$ cat src/rtl/control_unit.sv
// control_unit: hardwired Mini SRC control sequencer (fetch, decode, T-state stepping).
// Define MUL_DIV_EN to compile in the mul/div sequence; otherwise those opcodes run as nop.
module control_unit (
  input  logic        clk,
  input  logic        clr,
  input  logic [31:0] IR_Data,
  input  logic        CON_out,
  output logic        PC_in,
  output logic        IR_in,
  output logic        Y_in,
  output logic        Z_in,
  output logic        HI_in,
  output logic        LO_in,
  output logic        MAR_in,
  output logic        MDR_in,
  output logic        OutPort_in,
  output logic        CON_in,
  output logic        Rin,
  output logic        PC_out,
  output logic        Zhigh_out,
  output logic        Zlow_out,
  output logic        HI_out,
  output logic        LO_out,
  output logic        MDR_out,
  output logic        InPort_out,
  output logic        C_out,
  output logic        Rout,
  output logic        BAout,
  output logic        IncPC,
  output logic        Read,
  output logic        Write,
  output logic        Gra,
  output logic        Grb,
  output logic        Grc,
  output logic [4:0]  alu_instruction_bits,
  output logic        Run
);
  typedef enum logic [3:0] {IDLE, T0, T1, T2, T3, T4, T5, T6, T7, HALT} state_t;
  typedef enum logic [3:0] {
    C_NOP, C_HALT, C_REG, C_IMM, C_UN, C_MD, C_LD, C_LDI, C_ST,
    C_BR, C_JR, C_IN, C_OUT, C_MFHI, C_MFLO
  } cls_t;
  state_t state, next, last;
  cls_t cls;
  logic [4:0] op, alu_code;
  logic unused_ir;
  assign op = IR_Data[31:27];
  assign unused_ir = ^IR_Data[26:0];
  always_comb begin
    cls = C_NOP;
    if (op >= 5'd3 && op <= 5'd11) cls = C_REG;
    else
      case (op)
        5'd0:  cls = C_LD;
        5'd1:  cls = C_LDI;
        5'd2:  cls = C_ST;
        5'd12, 5'd13, 5'd14: cls = C_IMM;
`ifdef MUL_DIV_EN
        5'd15, 5'd16: cls = C_MD;
`endif
        5'd17, 5'd18: cls = C_UN;
        5'd19: cls = C_BR;
        5'd20: cls = C_JR;
        5'd22: cls = C_IN;
        5'd23: cls = C_OUT;
        5'd24: cls = C_MFHI;
        5'd25: cls = C_MFLO;
        5'd27: cls = C_HALT;
        default: cls = C_NOP;
      endcase
  end
  // Final T-state of each class; nop and halt both end fetch at T2.
  always_comb begin
    case (cls)
      C_JR, C_IN, C_OUT, C_MFHI, C_MFLO: last = T3;
      C_UN:                              last = T4;
      C_REG, C_IMM, C_LDI:               last = T5;
      C_MD, C_BR:                        last = T6;
      C_LD, C_ST:                        last = T7;
      default:                           last = T2;
    endcase
  end
  always_comb
    alu_code = (cls == C_REG || cls == C_UN || cls == C_MD) ? op :
               (op == 5'd13) ? 5'd5 :
               (op == 5'd14) ? 5'd6 : 5'd3;
  always_comb
    next = (state == HALT) ? HALT :
           (state == T2 && cls == C_HALT) ? HALT :
           (state == last) ? T0 : state_t'(state + 4'd1);
  always_ff @(posedge clk or posedge clr)
    if (clr) state <= IDLE;
    else state <= next;
  always_comb begin
    {PC_in, IR_in, Y_in, Z_in, HI_in, LO_in, MAR_in, MDR_in, OutPort_in, CON_in, Rin} = '0;
    {PC_out, Zhigh_out, Zlow_out, HI_out, LO_out, MDR_out, InPort_out, C_out, Rout, BAout} = '0;
    {IncPC, Read, Write, Gra, Grb, Grc} = '0;
    alu_instruction_bits = '0;
    Run = (state != HALT);
    case (state)
      T0: {PC_out, MAR_in, IncPC, Z_in} = '1;
      T1: {Zlow_out, PC_in, Read, MDR_in} = '1;
      T2: {MDR_out, IR_in} = '1;
      T3:
        case (cls)
          C_REG, C_IMM: {Grb, Rout, Y_in} = '1;
          C_UN: begin
            {Grb, Rout, Z_in} = '1;
            alu_instruction_bits = alu_code;
          end
          C_MD: {Gra, Rout, Y_in} = '1;
          C_LD, C_LDI, C_ST: {Grb, BAout, Y_in} = '1;
          C_BR: {Gra, Rout, CON_in} = '1;
          C_JR: {Gra, Rout, PC_in} = '1;
          C_IN: {InPort_out, Gra, Rin} = '1;
          C_OUT: {Gra, Rout, OutPort_in} = '1;
          C_MFHI: {HI_out, Gra, Rin} = '1;
          C_MFLO: {LO_out, Gra, Rin} = '1;
          default: ;
        endcase
      T4:
        case (cls)
          C_REG, C_MD: begin
            {Rout, Z_in} = '1;
            Grc = (cls == C_REG);
            Grb = (cls == C_MD);
            alu_instruction_bits = alu_code;
          end
          C_IMM, C_LD, C_LDI, C_ST: begin
            {C_out, Z_in} = '1;
            alu_instruction_bits = alu_code;
          end
          C_UN: {Zlow_out, Gra, Rin} = '1;
          C_BR: {PC_out, Y_in} = '1;
          default: ;
        endcase
      T5:
        case (cls)
          C_REG, C_IMM, C_LDI: {Zlow_out, Gra, Rin} = '1;
          C_MD: {Zlow_out, LO_in} = '1;
          C_LD, C_ST: {Zlow_out, MAR_in} = '1;
          C_BR: begin
            {C_out, Z_in} = '1;
            alu_instruction_bits = alu_code;
          end
          default: ;
        endcase
      T6:
        case (cls)
          C_MD: {Zhigh_out, HI_in} = '1;
          C_LD: {Read, MDR_in} = '1;
          C_ST: {Gra, Rout, MDR_in} = '1;
          C_BR: {Zlow_out, PC_in} = {2{CON_out}};
          default: ;
        endcase
      T7:
        case (cls)
          C_LD: {MDR_out, Gra, Rin} = '1;
          C_ST: Write = 1'b1;
          default: ;
        endcase
      default: ;
    endcase
  end
endmodule

$ cat config.mk
export PLATFORM = sky130hd
export DESIGN_NAME = control_unit
export DESIGN_NICKNAME = d
export VERILOG_FILES = /design/src/rtl/control_unit.sv
export SDC_FILE = /design/constraint.sdc
export NUM_CORES = 1
export LEC_CHECK = 0
export BUFFER_PORTS_ARGS = -buffer_cell sky130_fd_sc_hd__clkbuf_2
export CAP_MARGIN = 20
export CORE_MARGIN = 3
export CORE_UTILIZATION = 42
export CTS_BUF_LIST = sky130_fd_sc_hd__clkbuf_8
export DETAILED_ROUTE_END_ITERATION = 16
export GPL_TIMING_DRIVEN = 0
export HOLD_SLACK_MARGIN = 0.1
export PLACE_DENSITY_LB_ADDON = 0.12
export RECOVER_POWER = 100
export SETUP_SLACK_MARGIN = 0.05
export SLEW_MARGIN = 0
export SYNTH_ARGS = -nofsm -noshare
export SYNTH_HDL_FRONTEND = slang
export SYNTH_SLANG_ARGS = --single-unit
export TNS_END_PERCENT = 30
$ cat constraint.sdc
create_clock -name clk -period 3.3 [get_ports clk]
set_clock_uncertainty 0.2 [all_clocks]
set_input_delay 0.495 -clock clk [delete_from_list [all_inputs] [get_ports clk]]
set_output_delay 0.495 -clock clk [all_outputs]
set_load 0.1 [all_outputs]
==> impl_metrics.env <==
export IMPL_hold_slack_ps=426.2
export IMPL_synth_seq_cells=4
export IMPL_synth_xor_area_share_pct=2.347
export IMPL_synthesis_nets=259
export IMPL_cts_path_max_buffers=2
export IMPL_synth_area_um2=1493
export IMPL_regMostFlops="state"
export IMPL_synthFlopType="dfrtp_1"
export IMPL_critPathMaxFanout=6
export IMPL_layout_setup_ws_ps=-483.2
export IMPL_pwr_density_cell_nw_per_um2=164.9
export IMPL_drv_slew=0
export IMPL_reg_top3="state: 4 flops"
export IMPL_synth_compound_gate_area_share_pct=36.38
export IMPL_critPathCaptureType="output port"
export IMPL_clk_latency_ps=210
export IMPL_cts_made_buffers=3
export IMPL_grt_usage_pct=28.36
export IMPL_cts_max_level=1
export IMPL_grt_pass1_vias=1990
export IMPL_cap_violations=0
export IMPL_final_nets=343
export IMPL_avgViaCountPerCell=7.251
export IMPL_wl_per_cell_um=25.89
export IMPL_final_cells=342
export IMPL_async_flop_share_pct=100.0
export IMPL_hold_violations=0
export IMPL_dp_cells=300
export IMPL_rsz0062_at_grt="true"
export IMPL_cp_top_family="compound AO/OA/AOI/OAI gates"
export IMPL_cts_root_buf="clkbuf_8"
export IMPL_irDropWorstVdd_mv=0.2156
export IMPL_synth_avg_cell_area_um2=6.975
export IMPL_synthSimpleGateAreaFrac_pct=35.12
export IMPL_yosys_warnings=0
export IMPL_worstPathRequired_ps=2600
export IMPL_grt_max_degree=11
export IMPL_violations="setup timing"
export IMPL_vias=2480
export IMPL_fin_crit_sh_pct=114.6
export IMPL_die_w_um=65.62
export IMPL_ant_nets=0
export IMPL_antenna_found_initial=0
export IMPL_muxShareOfSynthArea_pct=3.101
export IMPL_route_detailed_drc=0
export IMPL_start_util_pct=44.04
export IMPL_drt_iter0_markers=394
export IMPL_drive_gt1_share_pct=54.05
export IMPL_post_dp_hpwl_mm=3.580
export IMPL_core_um2=3390
export IMPL_status="finished, violations left"
export IMPL_p_leak_nw=1.250
export IMPL_io_pins=68
export IMPL_arrival_ps=3090
export IMPL_path_clk_slew_ps=30
export IMPL_cts_tree="done"
export IMPL_area_growth_pct=101.1
export IMPL_grt_overflow=0
export IMPL_largest_register_ff_count=4
export IMPL_rows=21
export IMPL_path_class="input pin to output port"
export IMPL_setup_worst_path_start_class="input pin"
export IMPL_worstMarginPinSlew_ps=1189
export IMPL_place_congestion=0.8756
export IMPL_synth_top_family_by_area="compound AO/OA/AOI/OAI gates"
export IMPL_min_delay_path_class="register to register"
export IMPL_io_buffers=40
export IMPL_yosysUniqueCellTypes=62
export IMPL_relSlewSlack_pct=21.04
export IMPL_fin_crit_ps=3783
export IMPL_synth_fa_ha_area_share_pct=8.382
export IMPL_synthCells=214
export IMPL_crit_buf_inv=4
export IMPL_max_freq_mhz=264.3
export IMPL_grt_pass1_wl_mm=9.749
export IMPL_ys_seq_area_share_pct=6.706
export IMPL_wl_mm=8.854
export IMPL_critPathMaxStageDelay_ps=400
export IMPL_synth_edf_count=0
export IMPL_slowest_stage="a222oi_1"
export IMPL_diodes=0
export IMPL_firstDrtPassIters=8
export IMPL_setup_violations=27
export IMPL_dieArea_um2=4305
export IMPL_clock_sinks=4
export IMPL_path_cells="clkbuf_16 -> inv_12 -> ha_4 -> nor2b_4 -> a221oi_4 -> buf_4 -> nor3_2 -> nand3_2 -> a211oi_4 -> nor3b_4 -> a222oi_1 -> clkbuf_8"
export IMPL_die_height_um=65.62
-- report_power, final --
| part | internal, mW | switching, mW |
|---|---|---|
| clock | 0.0774 | 0.0214 |
| sequential | 0.0494 | 0 |
| combinational | 0.149 | 0.198 |
| total | 0.276 | 0.219 |
-- final cells by class --
cell class                      count  area (um2)
Inverter                            8       50.05
Tap cell                           46       57.56
Buffer                             14       151.4
Multi-Input combinational cell    188        1690
Timing Repair Buffer               79       910.9
Clock buffer                        3       41.29
Fill cell                         145       387.9
Sequential cell                     4       100.1
-- repair_timing --
action | 4_1_cts | 5_1_grt
hold buffers | 1 | 0
hold endpoints to repair | 4 | 0
buffers inserted | 21 | 16
setup endpoints to repair | 30 | 29
gates cloned | 0 | 1
resized for setup | 95 | 103
pin swaps | 23 | 22
-- logic make-up (layout without fill, tap and decap cells) --
family / Yosys count / after routing
adder cells (fa/ha/maj): 10 / 10
flip-flops: 4 / 4
multiplexers: 4 / 4
AND/OR/NAND/NOR: 96 / 96
AO/OA/AOI/OAI: 74 / 74
buffers and inverters: 22 / 104
XOR/XNOR: 4 / 4
-- synth_stat cells, types with 4 or more instances --
master	count	area, um2
buf_2	5	25.02
a21oi_1	14	70.07
nand2_1	25	93.84
nand3_1	16	80.08
o21ai_0	13	65.06
inv_1	8	30.03
a31oi_1	4	25.02
nand4_1	4	25.02
dfrtp_1	4	100.1
ha_1	10	125.1
nand2b_1	4	25.02
nor3_1	8	40.04
a21o_1	7	52.55
nor2_1	13	48.80
nor2b_1	4	25.02
-- layer usage --
metal	global-route usage, %	routed length, um
met1	37.98	3347
met2	47.03	3869
met3	2.906	1042
met4	9.845	594
met5	0	0
-- path summary, 6_finish.rpt --
path                                          from                       to  slack, ps  cells past startpoint
worst max register to register  state[2]$_DFF_PP0_       state[0]$_DFF_PP0_       1200                      8
min in group asynchronous                      clr       state[1]$_DFF_PP0_        490                      3
worst min register to register  state[0]$_DFF_PP0_       state[0]$_DFF_PP0_        430                      2
worst min-delay path            state[0]$_DFF_PP0_       state[0]$_DFF_PP0_        430                      2
max in group asynchronous                      clr       state[2]$_DFF_PP0_       2270                      3
worst max-delay path                   IR_Data[27]  alu_instruction_bits[1]       -480                     12
-- through the flow --
step / cell area [um2] / setup TNS, ps / setup slack (ps) / util (%) / total power [mW]
2_1_floorplan: 1603 / -18430 / -1852 / - / 0.1829
3_3_place_gp: 1861 / -14030 / -822.3 / 54.89 / 0.2237
3_5_place_dp: 1861 / -14180 / -837.3 / 54.89 / 0.2244
4_1_cts: 2539 / -1502 / -241.4 / 74.90 / 0.3900
5_1_grt: 3002 / -6560 / -556.0 / 88.56 / 0.5113
6_report: 3002 / -5470 / -483.2 / 88.56 / 0.4949
-- tightest hold or removal path: stages, from the launching register on --
cell     delay, ps
dfrtp_1        420
nand2_1         90
a21o_1          90
-- placed cells by master, fill, tap and decap left out, types with 4 or more instances in the layout --
cell       netlist  routed
buf_4            2      38
nand2_1         25      23
buf_6            3      12
nand3_1         16      10
clkbuf_16        0      10
buf_12           0       8
nor2_1          13       8
a21oi_1         14       8
clkbuf_8         0       7
a21o_1           7       7
inv_1            8       6
buf_8            0       6
o21ai_2          0       6
o21ai_0         13       6
nand3_2          0       5
clkbuf_2         0       5
ha_1            10       5
nand2b_1         4       4
a211oi_4         0       4
nand4_1          4       4
nor3_1           8       4
ha_4             0       4
clkbuf_4         0       4
dfrtp_1          4       4
Note: power is estimated with default switching activity, not from simulation.
